===== src/rtl/saturation_pkg.sv =====
// Shared defaults and flag type for the multi-channel saturation block.
package saturation_pkg;

  localparam int unsigned IN_W_DEF  = 9;
  localparam int unsigned OUT_W_DEF = 8;
  localparam int unsigned NCH_DEF   = 4;
  localparam int unsigned CNT_W_DEF = 16;

  localparam int LIM_SUP_RST_DEF = 120;
  localparam int LIM_INF_RST_DEF = -120;

  typedef enum logic [1:0] {
    NONE = 2'd0,
    HI   = 2'd1,
    LO   = 2'd2
  } sat_flag_t;

endpackage


===== src/rtl/sat_lane.sv =====
// Single-channel combinational clamp: wide signed sample against signed thresholds.
module sat_lane
  import saturation_pkg::*;
#(
  parameter int unsigned IN_W  = IN_W_DEF,
  parameter int unsigned OUT_W = OUT_W_DEF
) (
  input  logic signed [IN_W-1:0]  x,
  input  logic signed [OUT_W-1:0] sup,
  input  logic signed [OUT_W-1:0] inf,
  output logic        [OUT_W-1:0] y,
  output sat_flag_t               flag
);

  logic signed [IN_W-1:0] sup_ext;
  logic signed [IN_W-1:0] inf_ext;

  assign sup_ext = IN_W'(sup);
  assign inf_ext = IN_W'(inf);

  // Between the thresholds the value fits OUT_W, so truncation is lossless.
  always_comb begin
    y    = x[OUT_W-1:0];
    flag = NONE;
    if (x > sup_ext) begin
      y    = sup;
      flag = HI;
    end else if (x < inf_ext) begin
      y    = inf;
      flag = LO;
    end
  end

endmodule


===== src/rtl/saturation_mc.sv =====
// Multi-channel clamp with registered valid/ready output and saturating event counters.
// Optional macro SATURATION_MC_STICKY_EN adds a per-channel sticky saturation flag port.
module saturation_mc
  import saturation_pkg::*;
#(
  parameter int unsigned IN_W        = IN_W_DEF,
  parameter int unsigned OUT_W       = OUT_W_DEF,
  parameter int unsigned NCH         = NCH_DEF,
  parameter int          LIM_SUP_RST = LIM_SUP_RST_DEF,
  parameter int          LIM_INF_RST = LIM_INF_RST_DEF,
  parameter int unsigned CNT_W       = CNT_W_DEF,
  localparam int unsigned SEL_W      = (NCH > 1) ? $clog2(NCH) : 1
) (
  input  logic                    clk,
  input  logic                    reset,
  input  logic                    in_valid,
  output logic                    in_ready,
  input  logic [NCH*IN_W-1:0]     in_data,
  output logic                    out_valid,
  input  logic                    out_ready,
  output logic [NCH*OUT_W-1:0]    out_data,
  output logic [NCH-1:0]          sat_hi,
  output logic [NCH-1:0]          sat_lo,
  input  logic                    cfg_we,
  input  logic signed [OUT_W-1:0] cfg_sup,
  input  logic signed [OUT_W-1:0] cfg_inf,
  output logic                    cfg_err,
  input  logic                    cnt_clr,
  input  logic [SEL_W-1:0]        cnt_sel,
  output logic [CNT_W-1:0]        cnt_value
`ifdef SATURATION_MC_STICKY_EN
  ,
  output logic [NCH-1:0]          sat_sticky
`endif
);

  logic                    out_valid_q;
  logic [NCH*OUT_W-1:0]    out_data_q;
  logic [NCH-1:0]          sat_hi_q;
  logic [NCH-1:0]          sat_lo_q;
  logic signed [OUT_W-1:0] sup_q;
  logic signed [OUT_W-1:0] inf_q;
  logic                    cfg_err_q;
  logic [CNT_W-1:0]        cnt_q [NCH];

  logic [NCH*OUT_W-1:0]    lane_y;
  logic [NCH-1:0]          lane_hi;
  logic [NCH-1:0]          lane_lo;
  logic                    accept;
  logic                    xfer;
  logic                    cfg_ok;

  assign in_ready = !out_valid_q || out_ready;
  assign accept   = in_valid && in_ready;
  assign xfer     = out_valid_q && out_ready;
  assign cfg_ok   = cfg_sup >= cfg_inf;

  for (genvar i = 0; i < NCH; i++) begin : gen_lane
    sat_flag_t flag;
    sat_lane #(
      .IN_W  (IN_W),
      .OUT_W (OUT_W)
    ) u_lane (
      .x    (in_data[i*IN_W +: IN_W]),
      .sup  (sup_q),
      .inf  (inf_q),
      .y    (lane_y[i*OUT_W +: OUT_W]),
      .flag (flag)
    );
    assign lane_hi[i] = (flag == HI);
    assign lane_lo[i] = (flag == LO);
  end

  // Output register holds its beat until the downstream takes it.
  always_ff @(posedge clk or negedge reset) begin
    if (!reset) begin
      out_valid_q <= 1'b0;
      out_data_q  <= '0;
      sat_hi_q    <= '0;
      sat_lo_q    <= '0;
    end else if (accept) begin
      out_valid_q <= 1'b1;
      out_data_q  <= lane_y;
      sat_hi_q    <= lane_hi;
      sat_lo_q    <= lane_lo;
    end else if (xfer) begin
      out_valid_q <= 1'b0;
    end
  end

  // The lanes see sup_q/inf_q before this edge, so a same-cycle beat uses the old limits.
  always_ff @(posedge clk or negedge reset) begin
    if (!reset) begin
      sup_q     <= OUT_W'(LIM_SUP_RST);
      inf_q     <= OUT_W'(LIM_INF_RST);
      cfg_err_q <= 1'b0;
    end else begin
      cfg_err_q <= cfg_we && !cfg_ok;
      if (cfg_we && cfg_ok) begin
        sup_q <= cfg_sup;
        inf_q <= cfg_inf;
      end
    end
  end

  always_ff @(posedge clk or negedge reset) begin
    if (!reset) begin
      for (int i = 0; i < NCH; i++) cnt_q[i] <= '0;
    end else begin
      for (int i = 0; i < NCH; i++) begin
        if (cnt_clr) begin
          cnt_q[i] <= '0;
        end else if (xfer && (sat_hi_q[i] || sat_lo_q[i]) && (cnt_q[i] != '1)) begin
          cnt_q[i] <= cnt_q[i] + CNT_W'(1);
        end
      end
    end
  end

  always_comb begin
    cnt_value = '0;
    for (int i = 0; i < NCH; i++) begin
      if (cnt_sel == SEL_W'(i)) cnt_value = cnt_q[i];
    end
  end

`ifdef SATURATION_MC_STICKY_EN
  logic [NCH-1:0] sticky_q;

  always_ff @(posedge clk or negedge reset) begin
    if (!reset) begin
      sticky_q <= '0;
    end else if (cnt_clr) begin
      sticky_q <= '0;
    end else if (xfer) begin
      sticky_q <= sticky_q | sat_hi_q | sat_lo_q;
    end
  end

  assign sat_sticky = sticky_q;
`endif

  assign out_valid = out_valid_q;
  assign out_data  = out_data_q;
  assign sat_hi    = sat_hi_q;
  assign sat_lo    = sat_lo_q;
  assign cfg_err   = cfg_err_q;

endmodule


===== config.mk =====
export PLATFORM = sky130hd
export DESIGN_NAME = saturation_mc
export DESIGN_NICKNAME = d
export VERILOG_FILES = /design/src/rtl/saturation_pkg.sv /design/src/rtl/sat_lane.sv /design/src/rtl/saturation_mc.sv
export SDC_FILE = /design/constraint.sdc
export NUM_CORES = 1
export LEC_CHECK = 0
export ABC_AREA = 1
export CAP_MARGIN = 0
export CORE_ASPECT_RATIO = 0.5
export CORE_MARGIN = 10
export CORE_UTILIZATION = 60
export CTS_CLUSTER_DIAMETER = 60
export DETAILED_ROUTE_END_ITERATION = 8
export GPL_ROUTABILITY_DRIVEN = 1
export HOLD_SLACK_MARGIN = 0.1
export PLACE_DENSITY = 0.92
export RECOVER_POWER = 25
export SLEW_MARGIN = 20
export SYNTH_ARGS = -nofsm -noshare
export SYNTH_HDL_FRONTEND = slang
export SYNTH_HIERARCHICAL = 1
export SYNTH_SLANG_ARGS = --single-unit

===== constraint.sdc =====
create_clock -name clk -period 3.7 [get_ports clk]
set_clock_uncertainty 0.15 [all_clocks]
set_input_delay 1.11 -clock clk [delete_from_list [all_inputs] [get_ports clk]]
set_output_delay 1.11 -clock clk [all_outputs]
set_load 0.01 [all_outputs]

* Word level (Yosys, flattened, before mapping)
Cells that the tools add are included.
** Storage, ports and cells
- Register bits after elaboration :: 122
- Logic and storage cells :: 94
- Input bits :: 60
- Output and inout port bits :: 59
** Operators by class
- Order comparisons :: 9
- Equal/unequal tests :: 15
- $add $sub $neg :: 4
- Multiplexer cells :: 30
- Reductions and logical operators :: 25
** Operators by type and width (number)
- $mux W16 :: 12
- $add A16 B1 Y16 const B :: 4
- $mux W8 :: 8
- $ne A16 B16 Y1 const B :: 4
- $gt A9 B8 Y1 :: 4
- $lt A9 B8 Y1 :: 4
- $mux W2 :: 8
- $eq A2 B2 Y1 const B :: 6
- $logic_and A1 B1 Y1 :: 12
- $eq A2 B1 Y1 const B :: 5
- $reduce_bool A2 Y1 :: 5
- $ge A8 B8 Y1 :: 1
- $logic_or A1 B1 Y1 :: 5
- $logic_not A1 Y1 :: 2
- $logic_not A2 Y1 :: 1
- $mux W1 :: 2

* Depth between registers and ports, before layout
- Word-level depth :: 5
- Mapped depth :: 15
- Mapped depth without buffers :: 15

* Cells and area by module
Netlist, hierarchy kept.
** Modules (own cells, without submodules)
- saturation_mc :: area an instance 6767.7 µm², cells an instance 882, seq. area each 3060.4 µm², instances 1
- sat_lane :: area an instance 764.5 µm², cells an instance 136, seq. area each 0.0 µm², instances 4

* Worst setup path after synthesis
No wires, ideal clock.
- Kind :: input-to-output
- From :: input port cnt_sel[1]
- To :: output port cnt_value[0]
- Required time :: 2.440 ns
- Stages :: 5
- Path buffers :: 0
- Data arrival time :: 1.996 ns
- Path slack :: 0.444 ns
- Cell sequence :: nor2_1 > clkinv_1 > o22ai_1 > a21oi_1 > o21ai_0
** Between the ends
- Longest elaborated chain between the ends :: 5
- Elaborated cells between the ends (all ways) :: 8
- Classes of those cells :: eq/ne: 3; mux: 4; reduce/logical: 1
** RTL lines
- from (decl) :: RTL line saturation_mc.sv:29 : input logic [SEL_W-1:0] cnt_sel,
- $logic_not A2 Y1 :: RTL line saturation_mc.sv:123 : if (cnt_sel == SEL_W'(i)) cnt_value = cnt_q[i];
- $mux W16 (3 in series) :: RTL line saturation_mc.sv:123
- $mux W16 * :: RTL line saturation_mc.sv:123
- to (decl) :: RTL line saturation_mc.sv:30 : output logic [CNT_W-1:0] cnt_value
Mark *: on every way between the ends. The rest lies on a longest branch, timed or not.

* Worst setup path after layout
- From :: input port cnt_sel[1]
- To :: output port cnt_value[14]
Same word-level chain as after synthesis.

==> PnR_summary.wiki <==
{| class="wikitable"
! Metric !! Value
|-
| Layout Area Growth over Synthesis || 21.6%
|-
| Req. time, crit path || 2.44 ns
|-
| Share of final-layout standard cells stronger than drive strength 1 || 10.2%
|-
| Sw Ratio || 40.3%
|-
| # IOs || 119
|-
| Synthesized net count || 1566
|-
| Post-synth cell types || 39
|-
| Hold Path Class || flop to flop
|-
| Maximum operating frequency || 271 MHz
|-
| Area of the die || 0.0222 sq mm
|-
| Sequential-to-total area share from yosys stat || 31.1%
|-
| Most common library cell in the layout ignoring fill and taps || sky130_fd_sc_hd__nand2_1
|-
| Largest net degree at the start of global routing || 51
|-
| Number of global-route vias before repair || 9996
|-
| Net switching power figure || 0.00265 W
|-
| Placeable core region || 0.0157 sq mm
|-
| Vias per inst || 5.80
|-
| Most frequent cells in the layout || sky130_fd_sc_hd__nand2_1, sky130_fd_sc_hd__inv_1, sky130_fd_sc_hd__nand3_1
|-
| Relative max-transition margin || 9.32%
|-
| Reg clk slew, reported paths || 0.06 ns
|-
| Portion of total power attributed to sequential cells || 29.8%
|-
| Part of the power in the clock network || 26.8%
|-
| Crit end category || output port
|-
| Yosys reg bits || 122
|-
| Placement Rows || 32
|-
| Combinational share of power || 43.4%
|-
| Antenna violations before repair || 0
|-
| Initial core utilization || 62.4%
|-
| Yosys warning count || 6
|-
| Die Height || 110 um
|-
| Overflow left after global routing || 0
|-
| First-pass GRT wire length || 50000 um
|-
| Element type at the critical path start || input port
|-
| Final Slew Violations || 0
|-
| Critical Path Fanout Max || 6
|-
| Final instance area || 0.0119 sq mm
|-
| Final worst path period need || 3.68 ns
|-
| TritonCTS clock tree || yes
|-
| Worst supply voltage drop on vdd || 0.000391 V
|-
| Transition at the pin with the smallest max-transition slack || 1.36 ns
|-
| Final HPWL DP || 23000 um
|-
| DRC errors left || 0
|-
| Number of CTS-inserted buffers || 17
|-
| Cell area after synthesis || 0.00983 sq mm
|-
| Final routed wirelength across all metal layers || 30700 um
|-
| Die Span X || 201 um
|-
| Count of maximum capacitance violations || 0
|-
| H-tree depth reported by CTS || 4
|-
| Routed wire length per instance || 17.1 um
|-
| Cell Area, Placed || 0.0113 sq mm
|-
| Leakage power summed over all cells || 6.06 nW
|-
| Global placement routability congestion || 0.958
|-
| Pwr Density || 549 mW/mm^2
|-
| Final count of negative-setup-slack endpoints || 0
|-
| Final hold slack || 0.334 ns
|-
| Overall fraction of global-route tracks in use || 26.7%
|-
| Starting DRC count in detailed routing || 1175
|-
| CTS Buffer Depth || 2
|-
| Post-layout net count || 1698
|-
| Number of antenna-violating nets in the routed design || 0
|-
| Arr. time, crit path || 2.42 ns
|-
| Run status || finished clean
|-
| Clock sinks || 122
|-
| Router iterations before antenna repair || 6
|-
| Number of buffers inserted by port buffering || 118
|-
| Cell count after synthesis || 1426
|-
| Endpoints failing hold || 0
|-
| Internal power || 0.00392 W
|-
| Number of antenna repair diodes || 0
|-
| Total number of vias || 10398
|-
| Total negative setup slack || 0 ns
|-
| Crit Path Category || input port to output port
|-
| Share of the cycle needed by the critical path after routing || 99.6%
|-
| Mean instance size in the synthesized netlist || 6.89 sq um
|-
| Clk Latency, worst-skew pair || 0.42 ns
|-
| Root buffer selected by CTS || sky130_fd_sc_hd__clkbuf_16
|-
| # Post-CTS Setup Buffers || 0
|}
==> worst max-delay path: stages <==
cell                            delay [ns]
sky130_fd_sc_hd__dlygate4sd2_1        0.28
sky130_fd_sc_hd__inv_1                0.11
sky130_fd_sc_hd__nor2_1               0.06
sky130_fd_sc_hd__buf_4                0.18
sky130_fd_sc_hd__a221oi_2             0.28
sky130_fd_sc_hd__a21oi_1              0.10
sky130_fd_sc_hd__dlygate4sd2_1        0.30
==> registers in the layout, summed over array words and instances, names as in the netlist <==
signal / cells
cnt_q: 64
out_data: 32
inf_q: 8
sup_q: 8
sat_hi: 4
sat_lo: 4
cfg_err: 1
out_valid: 1
==> power by group through the flow <==
stage / sequential [W] / clock [W] / combinational, W
3_5_place_dp: 0.00196 / 0 / 0.00279
5_1_grt: 0.00197 / 0.00183 / 0.00316
4_1_cts: 0.00194 / 0.00176 / 0.00282
6_report: 0.00196 / 0.00176 / 0.00285
3_3_place_gp: 0.00196 / 0 / 0.00266
2_1_floorplan: 0.00193 / 0 / 0.00168
==> through the flow <==
stage               std cells  setup slack [ns]  utilization [%]  power (W)
detailed placement       1760            -0.590             72.0    0.00474
CTS                      1792            0.0327             75.8    0.00652
global placement         1760            -0.475             72.0    0.00462
finish                   1792            0.0150             75.9    0.00656
floorplan                1426             0.444                -    0.00361
global route             1792           -0.0610             75.9    0.00696
==> layout make-up <==
cell class	instances	area (sq um)
tap	221	277
multi-input combinational	1065	5870
clock buffer	23	458
clock inverter	9	148
sequential	122	3060
inverter	212	800
fill	1168	3790
timing repair buffer	140	1330
==> cells in the mapped netlist, drive strengths merged <==
cell type / n / share of area [%]
a21oi: 40 / 2.2
xnor2: 1 / 0.089
a221oi: 6 / 0.53
nor2: 91 / 3.6
o22ai: 10 / 0.64
o21ai: 66 / 4.2
dfrtp: 116 / 30
nor3: 38 / 2.2
inv: 210 / 8.0
buf: 16 / 1.0
nand3b: 11 / 0.84
o21a: 4 / 0.31
dfstp: 6 / 1.6
o21bai: 2 / 0.19
nand3: 167 / 9.1
nand2: 472 / 19
clkinv: 2 / 0.089
xor2: 27 / 2.4
a21o: 1 / 0.076
nand4: 39 / 3.0
clkbuf: 11 / 0.42
ha: 80 / 10
or2: 1 / 0.064
o31ai: 9 / 0.69
==> worst paths after layout <==
check                             from             to  slack [ns]  cells past startpoint
min in group asynchronous        reset      sat_lo[3]        0.85                      1
max reg2reg                   sup_q[7]      sat_lo[0]        0.86                     12
min                        out_data[6]    out_data[6]        0.33                      2
max                         cnt_sel[1]  cnt_value[14]        0.02                      7
min reg2reg                out_data[6]    out_data[6]        0.33                      2
max in group asynchronous        reset       inf_q[0]        0.53                      2
==> cells by family after synthesis <==
family | share of synthesized area, %
flops | 31.1
simple gates | 37.8
fa+ha+maj | 10.2
buf+inv | 9.55
xor+xnor | 2.50
compound gates | 8.79
==> layer usage <==
metal	vias to the layer above	GRT usage [%]	routed length [um]
met3	87	5.74	2900
li1	4905	-	-
met1	4849	32.8	12400
met2	557	45.2	14600
met4	0	10.0	833
met5	-	0	0
==> timing repair <==
action | 4_1_cts | 5_1_grt
hold buffers | 0 | 0
setup endpoints to repair | 16 | 15
resized for setup | 23 | 14
endpoints found under the hold margin | 0 | 0
pin swaps | 0 | 1
Power figures use the tool's default switching activity.
